**config.mk**
```make
export PLATFORM = sky130hd
export DESIGN_NAME = if_stage
export DESIGN_NICKNAME = d
export VERILOG_FILES = /design/src/rtl/cpu_pkg.sv /design/src/rtl/if_fifo.sv /design/src/rtl/if_stage.sv
export SDC_FILE = /design/constraint.sdc
export NUM_CORES = 1
export LEC_CHECK = 0
export BUFFER_PORTS_ARGS = -buffer_cell sky130_fd_sc_hd__buf_4
export CORE_UTILIZATION = 45
export DETAILED_ROUTE_END_ITERATION = 7
export PLACE_DENSITY = 0.67
export SLEW_MARGIN = 20
export SYNTH_ARGS = -nofsm -noshare
export SYNTH_HDL_FRONTEND = slang
export SYNTH_HIERARCHICAL = 1
export SYNTH_SLANG_ARGS = --single-unit
```
**constraint.sdc**
```tcl
create_clock -name clk -period 2.6 [get_ports clk]
set_input_delay 0.13 -clock clk [delete_from_list [all_inputs] [get_ports clk]]
set_output_delay 0.13 -clock clk [all_outputs]
set_load 0.05 [all_outputs]
```
**src/rtl/cpu_pkg.sv**
```systemverilog
// rtl/cpu_pkg.sv - shared CPU types and constants for the fetch path
package cpu_pkg;

    localparam int XLEN = 32;
    localparam logic [XLEN-1:0] DEFAULT_RESET_PC = 32'h0000_0000;

    typedef enum logic [1:0] {
        REQ  = 2'd0,
        WAIT = 2'd1,
        DROP = 2'd2
    } fetch_state_e;

    typedef struct packed {
        logic [XLEN-1:0] pc;
        logic [XLEN-1:0] instr;
    } if_entry_t;

endpackage

```
**src/rtl/if_fifo.sv**
```systemverilog
// rtl/if_fifo.sv - 2-entry fetch buffer with push/pop/flush and occupancy
module if_fifo
    import cpu_pkg::*;
(
    input  logic       clk,
    input  logic       rst,
    input  logic       push,
    input  if_entry_t  push_data,
    input  logic       pop,
    input  logic       flush,
    output if_entry_t  head,
    output logic       empty,
    output logic [1:0] occupancy
);

    if_entry_t  mem_q [2];
    if_entry_t  mem_d [2];
    logic       rd_ptr_q;
    logic       rd_ptr_d;
    logic       wr_ptr_q;
    logic       wr_ptr_d;
    logic [1:0] count_q;
    logic [1:0] count_d;
    logic       do_push;
    logic       do_pop;

    always_comb begin
        do_push  = push && (count_q != 2'd2);
        do_pop   = pop && (count_q != 2'd0);
        mem_d    = mem_q;
        rd_ptr_d = rd_ptr_q;
        wr_ptr_d = wr_ptr_q;
        count_d  = count_q;
        // Flush wins over any same-cycle push or pop.
        if (flush) begin
            rd_ptr_d = 1'b0;
            wr_ptr_d = 1'b0;
            count_d  = 2'd0;
        end else begin
            if (do_push) begin
                mem_d[wr_ptr_q] = push_data;
                wr_ptr_d        = ~wr_ptr_q;
            end
            if (do_pop) begin
                rd_ptr_d = ~rd_ptr_q;
            end
            count_d = count_q + {1'b0, do_push} - {1'b0, do_pop};
        end
    end

    always_ff @(posedge clk or negedge rst) begin
        if (!rst) begin
            mem_q    <= '{default: '0};
            rd_ptr_q <= 1'b0;
            wr_ptr_q <= 1'b0;
            count_q  <= 2'd0;
        end else begin
            mem_q    <= mem_d;
            rd_ptr_q <= rd_ptr_d;
            wr_ptr_q <= wr_ptr_d;
            count_q  <= count_d;
        end
    end

    assign head      = mem_q[rd_ptr_q];
    assign empty     = (count_q == 2'd0);
    assign occupancy = count_q;

endmodule

```
**src/rtl/if_stage.sv**
```systemverilog
// rtl/if_stage.sv - instruction fetch stage; IF_STAGE_PERF_CNT_EN adds fetch_count
module if_stage
    import cpu_pkg::*;
#(
    parameter logic [XLEN-1:0] RESET_PC = DEFAULT_RESET_PC
) (
    input  logic            clk,
    input  logic            rst,
    input  logic            stall,
    input  logic            redirect,
    input  logic [XLEN-1:0] redirect_pc,
    output logic            im_req,
    output logic [XLEN-1:0] im_addr,
    input  logic            im_rvalid,
    input  logic [XLEN-1:0] im_rdata,
    output logic            o_valid,
    output logic [XLEN-1:0] o_pc,
    output logic [XLEN-1:0] o_instruction
`ifdef IF_STAGE_PERF_CNT_EN
    ,
    output logic [31:0]     fetch_count
`endif
);

    fetch_state_e    state_q;
    fetch_state_e    state_d;
    logic [XLEN-1:0] fetch_pc_q;
    logic [XLEN-1:0] fetch_pc_d;
    logic            req;
    logic            push;
    logic            pop;
    if_entry_t       push_data;
    if_entry_t       head;
    logic            empty;
    logic [1:0]      occupancy;

    always_comb begin
        state_d    = state_q;
        fetch_pc_d = fetch_pc_q;
        req        = 1'b0;
        push       = 1'b0;
        case (state_q)
            REQ: begin
                if (!redirect && (occupancy < 2'd2)) begin
                    req     = 1'b1;
                    state_d = WAIT;
                end
            end
            WAIT: begin
                // A redirect orphans the outstanding read; DROP swallows it if still in flight.
                if (redirect) begin
                    state_d = im_rvalid ? REQ : DROP;
                end else if (im_rvalid) begin
                    push       = 1'b1;
                    fetch_pc_d = fetch_pc_q + 32'd4;
                    state_d    = REQ;
                end
            end
            DROP: begin
                if (im_rvalid) begin
                    state_d = REQ;
                end
            end
            default: state_d = REQ;
        endcase
        if (redirect) begin
            fetch_pc_d = redirect_pc & ~32'h3;
        end
    end

    always_ff @(posedge clk or negedge rst) begin
        if (!rst) begin
            state_q    <= REQ;
            fetch_pc_q <= RESET_PC;
        end else begin
            state_q    <= state_d;
            fetch_pc_q <= fetch_pc_d;
        end
    end

    assign push_data = '{pc: fetch_pc_q, instr: im_rdata};

    if_fifo u_fifo (
        .clk       (clk),
        .rst       (rst),
        .push      (push),
        .push_data (push_data),
        .pop       (pop),
        .flush     (redirect),
        .head      (head),
        .empty     (empty),
        .occupancy (occupancy)
    );

    // Reset parks the FSM in REQ, so the strobe must be masked while rst is low.
    assign im_req        = req & rst;
    assign im_addr       = fetch_pc_q;
    assign o_valid       = !empty && !redirect;
    assign pop           = o_valid && !stall;
    assign o_pc          = o_valid ? head.pc : '0;
    assign o_instruction = o_valid ? head.instr : '0;

`ifdef IF_STAGE_PERF_CNT_EN
    logic [31:0] fetch_count_q;
    logic [31:0] fetch_count_d;

    always_comb begin
        fetch_count_d = fetch_count_q + (pop ? 32'd1 : 32'd0);
    end

    always_ff @(posedge clk or negedge rst) begin
        if (!rst) begin
            fetch_count_q <= 32'd0;
        end else begin
            fetch_count_q <= fetch_count_d;
        end
    end

    assign fetch_count = fetch_count_q;
`endif

endmodule

```
==> impl_summary.md, run 1 <==
GRT
The total grt overflow is 0. In this run the most used layer during global routing was met2. The initial antenna violation count is 0. Entering global routing, the biggest net connects between 100 and 150 pins. The global-route track usage on met3 is 0.0533.

In the global route stage, met2 resource usage came out at 0.350. For this run, the total global-route usage over all layers was measured as 0.217. In the global route stage, met1 resource usage came out at 0.280. The first global-routing pass estimated approximately 31000 um of wire. The number of global-route vias before repair is slightly above 6000.

Cells and area
In the layout the commonest cells are 173 x sky130_fd_sc_hd__buf_4, 163 x sky130_fd_sc_hd__dfrtp_1, 151 x sky130_fd_sc_hd__mux2_2. Measured on the finished design, the core utilization comes to 0.609. The count of antenna diodes in the layout is 0. Compared with the post-synthesis result, the final layout area differs by 33.0%. The final layout contains between 900 and 1000 nets.

The finished cells cover ~0.011 mm^2. The share of final-layout standard cells stronger than drive strength 1 is 0.460. Leaving out fill and tap cells, the most frequent cell in the layout is sky130_fd_sc_hd__buf_4.

The final standard cell count with taps included and fillers excluded is 1118.

Synthesis
The synthesized design contains 164 register bits. After synthesis, the share of flip-flops with an asynchronous set or reset is 1.00. By area the synthesized netlist is led by sky130_fd_sc_hd__dfrtp_1 50%, sky130_fd_sc_hd__mux2_2 21%, sky130_fd_sc_hd__mux2_4 7.3%. The complex-gate fraction of the synthesized area came to 0.0375. The most used flip-flop cell after synthesis is sky130_fd_sc_hd__dfrtp_1. The netlist area before placement is 0.00820 mm^2. The portion of synthesized cell area occupied by the leading cell type is 0.500. For this run, the number of Yosys warnings is 6. The dominant combinational cell family by area after synthesis is multiplexers. The register area share after synthesis is 0.500. The xor/xnor share of the synthesized area is 0.0139. Counting every instance in the synthesized netlist gives ~650. The number of flops mapped to enable cells by yosys is 0. Of the total synthesized cell area, the portion taken by AND, OR, NAND and NOR gates is 0.125. The cell accounting for the most synthesized area is sky130_fd_sc_hd__dfrtp_1. The unique cell type count in the Yosys netlist is 43. After synthesis, the share of cell area in mux cells is 0.285. The share of synthesized cell area in full adder, half adder and majority cells is 0.00458. The average instance area after synthesis is approximately 13 um^2.

Timing
The post-route worst setup slack is roughly 0.15 ns. The final period demand of the worst path is 2.45 ns. Clock skew on the completed layout was measured at 0.0125 ns. The final number of max-transition violations was 0. Setup violations remaining at the end of the flow were counted as 0. The number of hold violations in the final report was 0. The post-route fraction of the period consumed by the critical path is 0.942. The worst hold slack across all endpoints is about 0.031 ns. For the pin with the worst max-slew slack, the measured transition is ~0.94 ns. The total negative setup slack is 0 ns. Headroom to the max-slew limit came out at 0.371.

Setup repair after global routing left no endpoint under its margin. Based on the critical path, the design can be clocked at up to 0.408 GHz.

Power
The maximum vdd drop is approximately 530 uV. The standby leakage power is 5.12 nW. The total power is 7.29 mW. In this run the power density over the cells is about 670 mW/mm^2.

Floorplan
The standard-cell row count is slightly below 50. The x dimension of the die is roughly 140 um. The area of the die is roughly 0.019 mm^2.

The core outline area is roughly 0.018 mm^2. The number of primary I/O pins is between 150 and 200. The die is approximately 140 um tall. For this configuration, the core starts out at a cell density of 0.458.

Setup path
The startpoint class of the critical path is a flip-flop. The type of destination of the critical path is a flip-flop. Counting cells, the worst reg-to-reg path comes to 4. The critical register-to-register path endpoint is im_addr[28]. The worst reg2reg path startpoint is state_q[1]. By startpoint and endpoint, the worst setup path is classified as reg -> reg. The worst setup slack for register-to-register paths is roughly 0.15 ns. Data arrives at the worst endpoint at 2.78 ns. STA puts the critical path data required time at 2.93 ns. The biggest fanout along the worst timing path is 18.

Detailed routing
The routed layout has around 6000 vias. Using the TritonRoute via totals, the vias-per-cell ratio works out to ~5.4. Once detail routing completed, the nets flagged for antenna violations numbered 0. Wires add up to 19500 um. The first-pass iteration count of the detailed router is 4. The iteration-0 DRC count of the detailed router is 291. Dividing the detail-routed wire length by the instance count gives approximately 17 um. In the routed design, unresolved DRC markers number 0.

Outcome
The flow ran to the end, and the final reports show no timing, DRC or antenna violations.

Worst hold path
The min-delay analysis places its worst path in the category in -> reg. The worst hold path was traced through 3 stages. The terminating pin of the worst hold path is im_addr[28]. The worst hold path begins at redirect_pc[28].

Placement
At the end of routability-driven placement, the weighted congestion stood at 0.831. In this run the cell area measured after placement is between 0.009 and 0.01 mm^2. The number of buffer cells added on primary ports is 162.

The worst setup slack after placement is between 0.15 and 0.2 ns. Summed over all nets, the half-perimeter wirelength after detailed placement is between 10000 and 15000 um. The number of placed instances with taps included is slightly above 1000.

CTS
The clock-pin slew reported for the worst setup and hold paths after clock tree synthesis is 0.06 ns. TritonCTS built the clock tree. In this run, post-CTS repair resized a total of 0 instances. The H-tree generated during clock tree synthesis spans 4 levels.

The clock passes through at most 2 buffers. For the worst-skew pair, the clock arrives at the later sink with an insertion delay of between 0.4 and 0.5 ns. The number of buffers created by CTS is 17. For this design, the sink count on the clock tree is 164.

The clock root buffer is sky130_fd_sc_hd__clkbuf_16.

Flow run
Across the run, the number of max-cap violations was 0.
==> cell usage after synthesis, types with 3 or more instances <==
cell type                  count
sky130_fd_sc_hd__nand4_1       5
sky130_fd_sc_hd__o31ai_1      12
sky130_fd_sc_hd__or3_1         3
sky130_fd_sc_hd__mux2_2      151
sky130_fd_sc_hd__nand2_1      23
sky130_fd_sc_hd__buf_4         3
sky130_fd_sc_hd__buf_2        10
sky130_fd_sc_hd__xnor2_1      10
sky130_fd_sc_hd__o211ai_1      3
sky130_fd_sc_hd__buf_6         7
sky130_fd_sc_hd__ha_1          3
sky130_fd_sc_hd__nor2_1       22
sky130_fd_sc_hd__and4_1        3
sky130_fd_sc_hd__nand3_1      12
sky130_fd_sc_hd__nor3_1        5
sky130_fd_sc_hd__or4_1        17
sky130_fd_sc_hd__mux2_4       40
sky130_fd_sc_hd__inv_1        10
sky130_fd_sc_hd__xor2_1        3
sky130_fd_sc_hd__a31oi_1      15
sky130_fd_sc_hd__o21ai_0      16
sky130_fd_sc_hd__clkbuf_1     24
sky130_fd_sc_hd__dfrtp_1     164
sky130_fd_sc_hd__and2_1       66
sky130_fd_sc_hd__nor4_1        3
==> area by class of cell <==
type,count,area [um^2]
fillers,1415,7000
flip-flops and latches,164,4110
multi-input cells,438,3840
repair buffers,245,2090
clock buffers,23,488
well taps,229,287
clock inverters,9,53.8
inverters,10,37.5
==> layer usage <==
layer | up-vias | share of wire
met5 | - | 0
met4 | 0 | 0.020
met3 | 33 | 0.048
met2 | 167 | 0.48
met1 | 3047 | 0.45
li1 | 2763 | -
==> critical path, stage by stage, from the launching register on <==
cell	delay (ns)
sky130_fd_sc_hd__dfrtp_1	0.45
sky130_fd_sc_hd__nand4b_2	0.29
sky130_fd_sc_hd__or4_1	0.81
sky130_fd_sc_hd__or4_1	0.59
sky130_fd_sc_hd__a31oi_1	0.21
==> report_power, final <==
group / total (mW) / switching [mW] / leakage (nW) / internal (mW)
logic: 1.67 / 0.705 / 2.77 / 0.963
registers: 3.31 / 0.293 / 2.09 / 3.02
clock network: 2.31 / 0.999 / 0.268 / 1.31
total: 7.29 / 2.00 / 5.12 / 5.29
==> logic make-up after synthesis <==
family                   count (synthesis)
adder cells (fa/ha/maj)                  3
flip-flops                             164
multiplexers                           194
other                                    1
AO/OA/AOI/OAI                           49
XOR/XNOR                                13
AND/OR/NAND/NOR                        173
buffers and inverters                   54
==> registers in the layout, summed over array words and instances, names as in the netlist <==
signal	cells
im_addr	30
state_q	2
u_fifo/rd_ptr_q	1
u_fifo/mem_q	128
u_fifo/wr_ptr_q	1
u_fifo/occupancy	2
==> how the worst max path moves through the flow <==
stage	from	endpoint	slack, ns	cells after the start
floorplan	im_addr[2]	im_addr[20]	0.16	6
global placement	im_addr[2]	im_addr[20]	0.29	5
detailed placement	im_addr[2]	im_addr[28]	0.18	5
CTS	im_addr[2]	im_addr[28]	0.17	5
global route	im_addr[2]	im_addr[20]	0.04	5
finish	state_q[1]	im_addr[28]	0.15	4
==> repair_timing <==
action / CTS / global route
hold buffers: 64 / 0
setup buffers: 0 / 0
endpoints found under the hold margin: 121 / 0
Note: power is estimated with default switching activity, not from simulation.
==> inputs of run 2 (changes only) <==
--- a/config.mk
+++ b/config.mk
@@ -6,9 +6,9 @@
 export NUM_CORES = 1
 export LEC_CHECK = 0
 export BUFFER_PORTS_ARGS = -buffer_cell sky130_fd_sc_hd__buf_4
-export CORE_UTILIZATION = 45
+export CORE_UTILIZATION = 55
 export DETAILED_ROUTE_END_ITERATION = 7
-export PLACE_DENSITY = 0.67
+export PLACE_DENSITY = 0.8
 export SLEW_MARGIN = 20
 export SYNTH_ARGS = -nofsm -noshare
 export SYNTH_HDL_FRONTEND = slang
==> impl_summary.md, run 2 (synthesis results as in run 1) <==
Power
The switching power as a share of total power is 0.264. The maximum vdd drop is roughly 540 uV. The cell-internal power is between 5 and 6 mW. The share of total power dissipated in combinational logic is 0.216. The power density relative to cell area is roughly 710 mW/mm^2.

Summed over all nets, the switching power comes to roughly 2.0 mW. For this design the static power due to leakage is between 5 and 6 nW. The share of total power dissipated in sequential elements is 0.431. The clock group share of total power is 0.353.

Placement
The number of placed instances with taps included is approximately 970. Port buffering added between 150 and 200 buffers. The HPWL after detailed placement is between 10000 and 15000 um. The placed instances occupy a cell area of 0.00963 mm^2. The weighted congestion reported at the end of routability-driven placement is 0.841. The worst setup slack after placement is between 0.2 and 0.25 ns.

GRT
The initial antenna violation count is 0. The number of global-route vias before repair is 6190. The overall fraction of global-route tracks in use is 0.269. The pin count of the biggest net entering global routing is 79. The first-pass GRT wire length is around 31000 um. The total overflow left after global routing is 0.

Floorplan
The initial core utilization is 0.564. The initialized floorplan defines 44 standard-cell rows. The floorplan step defined a die boundary enclosing 0.0154 mm^2. Pin placement for this block handled between 150 and 200 I/O pins. In this run the vertical extent of the chip is 124 um.

The floorplan step defined a core boundary enclosing 0.0145 mm^2. The x dimension of the die is around 120 um.

Outcome
The run finished with clean final reports.

Detailed routing
For this block, the routed nets add up to approximately 20000 um of wire. The iteration-0 DRC count of the detailed router is 425. The detail route stage leaves a number of antenna-violating nets equal to 0. The first detailed-routing pass ran for 5 iterations. Summing over every cut layer, the via total after detailed routing is 6027. The detailed-route DRC error count is 0. The vias per cell is between 5 and 6. In the final routed layout, each cell accounts on average for ~18 um.

CTS
The latest clock arrival within the worst-skew pair is approximately 0.42 ns. The total setup buffers inserted after CTS is 0. The clock root buffer is sky130_fd_sc_hd__clkbuf_16. The number of clock sinks is approximately 160. The number of buffers created by CTS is 17.

The CTS tree is done. The deepest level of the CTS H-tree is 4. After clock tree synthesis, the clock-pin slew on the worst setup and hold paths is 0.06 ns.

Counting along the longest clock path gives a buffer depth of 2.

Timing
Clock skew on the completed layout was measured at just over 0.007 ns. For the pin with the worst max-slew slack, the measured transition is between 0.9 and 1 ns. Across all setup checks in the final design, the least slack found is roughly 0.17 ns. The post-route fraction of the period consumed by the critical path is 0.934. Headroom to the max-slew limit came out at 0.386. The number of hold violations in the final report is 0. The final period demand of the worst path is 2.43 ns. In the final timing run, aggregate negative setup slack is 0 ns. The total setup violations reported at the end of the flow is 0.

Setup repair after global routing left no endpoint under its margin. Derived from the worst setup path, the maximum achievable clock frequency is 0.412 GHz. The final number of max-transition violations is 0.

Cells and area
The register with the most flip-flops in the layout has roughly 130 of them. The total number of nets in the final design is between 900 and 1000. Leaving out filler cells and counting taps, the final layout contains 1070. The count of antenna diodes in the layout is 0. The largest register by flop count is u_fifo/mem_q.

In the final layout, the share of cells above drive strength 1 is 0.458. The signed area change from the synthesized netlist to the final layout is 33.2%. The filler cells instantiated in the layout total between 900 and 1000. Once layout is done, the placed cells without fillers occupy roughly 0.011 mm^2.

The most common cell after layout, fill and taps aside is sky130_fd_sc_hd__buf_4. In the layout the commonest cells are 170 x sky130_fd_sc_hd__buf_4, 163 x sky130_fd_sc_hd__dfrtp_1, 151 x sky130_fd_sc_hd__mux2_2.

Setup path
Data arrives at the worst endpoint at roughly 2.8 ns. The signal on the critical path passes through nand4b_2, or4_1, or4_1, a31oi_1. The required time of the critical path is 2.94 ns.

The type of destination of the critical path is a flip-flop. The worst setup path is launched from a flip-flop. The cell that appears most often on the critical path is sky130_fd_sc_hd__or4_1.

Among all stages on the critical path, the largest delay is contributed by sky130_fd_sc_hd__or4_1. The stage delay of the slowest cell on the critical path is between 0.8 and 0.9 ns. Of all nets on the critical path, the largest fanout is 18.

The critical path start-end classification is reg -> reg.

Worst hold path
In this run the worst hold path is classified as in -> reg.

Flow run
The tool flagged a number of max-cap violations equal to 0.
==> run 2: cell count changes in the layout (fill, tap and decap cells not counted), sizes merged <==
cell,before,now
buf,181,177
bufinv,0,5
clkbuf,23,19
clkinv,7,4
clkinvlp,2,3
dlygate4sd3,64,65
inv,10,11
==> run 2: layout make-up <==
type                            instances  area [um^2]  area share
Sequential cell                       164         4110       0.376
Inverter                               10         37.5     0.00344
Tap cell                              184          230      0.0211
Clock inverter                         13          205      0.0188
Multi-Input combinational cell        438         3840       0.352
Timing Repair Buffer                  242         2060       0.188
Clock buffer                           19          443      0.0405
==> run 2: power by group through the flow <==
stage          clock, mW  sequential [mW]  combinational [mW]
2_1_floorplan          0             3.41                1.03
3_3_place_gp           0             3.31                1.52
3_5_place_dp           0             3.36                1.57
4_1_cts             2.78             3.32                1.67
5_1_grt             2.90             3.39                1.79
6_report            2.74             3.33                1.67
==> run 2: final timing paths <==
kind                                  startpoint               end  slack [ns]  cells past startpoint
worst min register to register  u_fifo/mem_q[72]  u_fifo/mem_q[72]        0.49                      1
worst min-delay path                       stall   u_fifo/rd_ptr_q        0.15                      5
min in group asynchronous                    rst  u_fifo/mem_q[92]        0.19                      2
worst max register to register        state_q[1]       im_addr[22]        0.17                      4
max in group asynchronous                    rst   u_fifo/rd_ptr_q        1.42                      3
worst max-delay path                  state_q[1]       im_addr[22]        0.17                      4
==> run 2: per-layer routing <==
| metal | global-route usage | part of all wire | vias to the layer above |
|---|---|---|---|
| met5 | 0 | 0 | - |
| met4 | 0.0833 | 0.015 | 0 |
| met3 | 0.0604 | 0.054 | 32 |
| met2 | 0.460 | 0.51 | 199 |
| met1 | 0.340 | 0.42 | 3034 |
| li1 | - | - | 2762 |
==> run 2: critical path, delay by kind of cell (launching register included) <==
| family | cells | cell delay [ns] |
|---|---|---|
| compound gates | 1 | 0.19 |
| flops | 1 | 0.45 |
| simple gates | 3 | 1.71 |
==> run 2: timing repair <==
item,CTS,global route
hold endpoints to repair,135,0
gates resized for setup,0,0
hold buffers,65,0
==> run 2: through the flow <==
| step | util | total power, mW | hold slack, ns |
|---|---|---|---|
| 2_1_floorplan | - | 4.44 | -0.166 |
| 5_1_grt | 0.752 | 8.07 | 0.184 |
| 6_report | 0.752 | 7.75 | 0.153 |
| 3_3_place_gp | 0.662 | 4.83 | 0.0554 |
| 4_1_cts | 0.752 | 7.78 | 0.145 |
| 3_5_place_dp | 0.662 | 4.93 | 0.0662 |
==> inputs of run 3 (changes only) <==
--- a/config.mk
+++ b/config.mk
@@ -8,6 +8,7 @@
 export BUFFER_PORTS_ARGS = -buffer_cell sky130_fd_sc_hd__buf_4
 export CORE_UTILIZATION = 55
 export DETAILED_ROUTE_END_ITERATION = 7
+export MAX_ROUTING_LAYER = met4
 export PLACE_DENSITY = 0.8
 export SLEW_MARGIN = 20
 export SYNTH_ARGS = -nofsm -noshare
==> impl_summary.md, run 3 (synthesis results as in run 1) <==
Outcome
The run finished with clean final reports.

Worst hold path
The min-delay analysis places its worst path in the category in -> reg.

Setup path
The critical path start-end classification is reg -> reg. At the worst endpoint, the required time is between 2 and 3 ns. The library cell appearing most often on the critical path is sky130_fd_sc_hd__or4_1. For the worst setup path, the data arrival time is approximately 2.8 ns. The kind of cell adding the most delay to the critical path is simple AND/OR/NAND/NOR gates. The cell with the biggest individual delay on the critical path is sky130_fd_sc_hd__or4_1. Counting both buffers and inverters, the worst setup path holds a total of 0. The startpoint class of the critical path is a flip-flop. The type of destination of the critical path is a flip-flop.

Along the worst path, the maximum fanout reaches 18. The largest single stage delay on the critical path is 0.82 ns. The signal on the critical path passes through nand4b_2, or4_1, or4_1, a31oi_1.

CTS
The clock root buffer is sky130_fd_sc_hd__clkbuf_16. Once the clock tree was built, the resizer swapped 0 gates to a different size. The total setup buffers inserted after CTS is 0. The clock reaches the later pin of the worst-skew pair after around 0.42 ns. The maximum number of buffers from clock root to sink is 2. The number of buffers created by CTS is 17. The CTS tree is done.

The clock net in this run drives a total of about 160 sinks. The clock-pin slew reported for the worst setup and hold paths after clock tree synthesis is 0.06 ns. The clock tree synthesis step divided the H-tree into 4 levels. Hold repair after CTS inserted 65 buffers.

Timing
For the pin with the worst max-slew slack, the measured transition is 0.933 ns. Setup violations remaining at the end of the flow were counted as 0. Hold is met by approximately 0.15 ns.

Setup repair after global routing left no endpoint under its margin. The relative max-transition margin is 0.377. The upper clock frequency limit is 0.410 GHz.

Setup slack on the critical path of the routed design comes to 0.161 ns. The number of hold violations in the final report is 0. The final number of max-transition violations is 0. For the final database, setup skew stands at ~0.0064 ns. The final period demand of the worst path is 2.44 ns. The total negative setup slack is 0 ns. Of the available clock period, the critical path in the final layout requires 0.938.

Detailed routing
The detailed router placed roughly 6000 vias in this run. For this run, the detailed router's first-pass iteration total came to 5. The count of nets left with antenna violations once routing finished came out at 0.

The vias per cell is between 5 and 6. The detailed-route DRC error count is 0. Dividing the detail-routed wire length by the instance count gives ~19 um. The total routed wirelength is roughly 20000 um. The first routing iteration left roughly 430 violations.

Cells and area
More flip-flops sit in one register than any other, and that register is u_fifo/mem_q. The layout has between 900 and 1000 filler cells. Summing all non-filler instances in the final layout gives an area of 0.0109 mm^2.

The register with the most flip-flops in the layout has between 100 and 150 of them. The repair_antennas step left the layout with diodes totalling 0. The library cells used most frequently in the layout, excluding fill and tap cells, are 170 x sky130_fd_sc_hd__buf_4, 163 x sky130_fd_sc_hd__dfrtp_1, 151 x sky130_fd_sc_hd__mux2_2.

The library cell used most frequently in the layout, excluding fill and tap cells, is sky130_fd_sc_hd__buf_4. After the last flow step, the layout net total stands at ~950. The final standard cell count with taps included and fillers excluded is 1070. Relative to the synthesized area, the layout overhead comes to 33.2%. Of the cells placed in the final design, the portion with a size suffix greater than 1 is 0.458.

Placement
Once placement finished, the instance area stood at approximately 0.0096 mm^2. In this run, placement finished with an instance count of about 970. The HPWL reported at the end of detailed placement is 11900 um. Prior to clock tree synthesis, the placed netlist has a worst setup slack of between 0.2 and 0.25 ns. The count of buffers added on input and output ports is between 150 and 200. At the end of routability-driven placement, the weighted congestion stood at about 0.85.

Floorplan
The standard-cell row count is 44. For this design the top-level I/O count stands at approximately 170. The initial core utilization is 0.564. The floorplan step defined a die boundary enclosing between 0.015 and 0.02 mm^2. The core region is 0.0145 mm^2. The x dimension of the die is approximately 120 um. The die is ~120 um tall.

GRT
The number of global-route vias before repair is approximately 6200. The first-pass GRT wire length is ~31000 um. The total grt overflow is 0. Entering global routing, the biggest net connects 79 pins.

The overall fraction of global-route tracks in use is 0.277. The initial antenna violation count is 0.

Power
Power spread over the standard cell area amounts to slightly above 700 mW/mm^2. The analysis attributes to cell leakage a power of roughly 5.1 nW. The maximum vdd drop is about 550 uV.

Flow run
Max-cap violations in this run came to 0.
==> run 3: worst paths after layout <==
| kind | end | cells past startpoint | start | slack (ns) |
|---|---|---|---|---|
| worst min register to register | u_fifo/mem_q[72] | 1 | u_fifo/mem_q[72] | 0.49 |
| worst max register to register | im_addr[22] | 4 | state_q[1] | 0.16 |
| min in group asynchronous | u_fifo/mem_q[92] | 2 | rst | 0.19 |
| max in group asynchronous | u_fifo/rd_ptr_q | 3 | rst | 1.42 |
| worst max-delay path | im_addr[22] | 4 | state_q[1] | 0.16 |
| worst min-delay path | u_fifo/rd_ptr_q | 5 | stall | 0.15 |
==> run 3: stage by stage <==
step           power (mW)  utilization
2_1_floorplan        4.44            -
3_3_place_gp         4.83        0.662
3_5_place_dp         4.93        0.662
4_1_cts              7.78        0.752
5_1_grt              8.07        0.752
6_report             7.75        0.752
==> run 3: layer usage <==
metal	global-route usage	routed length, um
met5	-	0
met4	0.0848	346
met3	0.0600	1130
met2	0.459	10100
met1	0.341	8330
==> run 3: worst register-to-register path, stage by stage (launching register included) <==
cell and delay [ns]:
sky130_fd_sc_hd__dfrtp_1 0.45, sky130_fd_sc_hd__nand4b_2 0.29, sky130_fd_sc_hd__or4_1 0.82, sky130_fd_sc_hd__or4_1 0.61, sky130_fd_sc_hd__a31oi_1 0.19
==> run 3: area by class of cell <==
class	instances	area, um^2	area share
Timing Repair Buffer	242	2060	0.188
Clock inverter	13	205	0.0188
Sequential cell	164	4110	0.376
Clock buffer	19	443	0.0405
Multi-Input combinational cell	438	3840	0.352
Tap cell	184	230	0.0211
Inverter	10	37.5	0.00344
==> run 3: where the power goes <==
part / internal, mW / leakage, nW / switching [mW]
combinational: 0.959 / 2.75 / 0.715
clock: 1.73 / 0.309 / 1.01
sequential: 3.02 / 2.09 / 0.320
total: 5.70 / 5.15 / 2.05
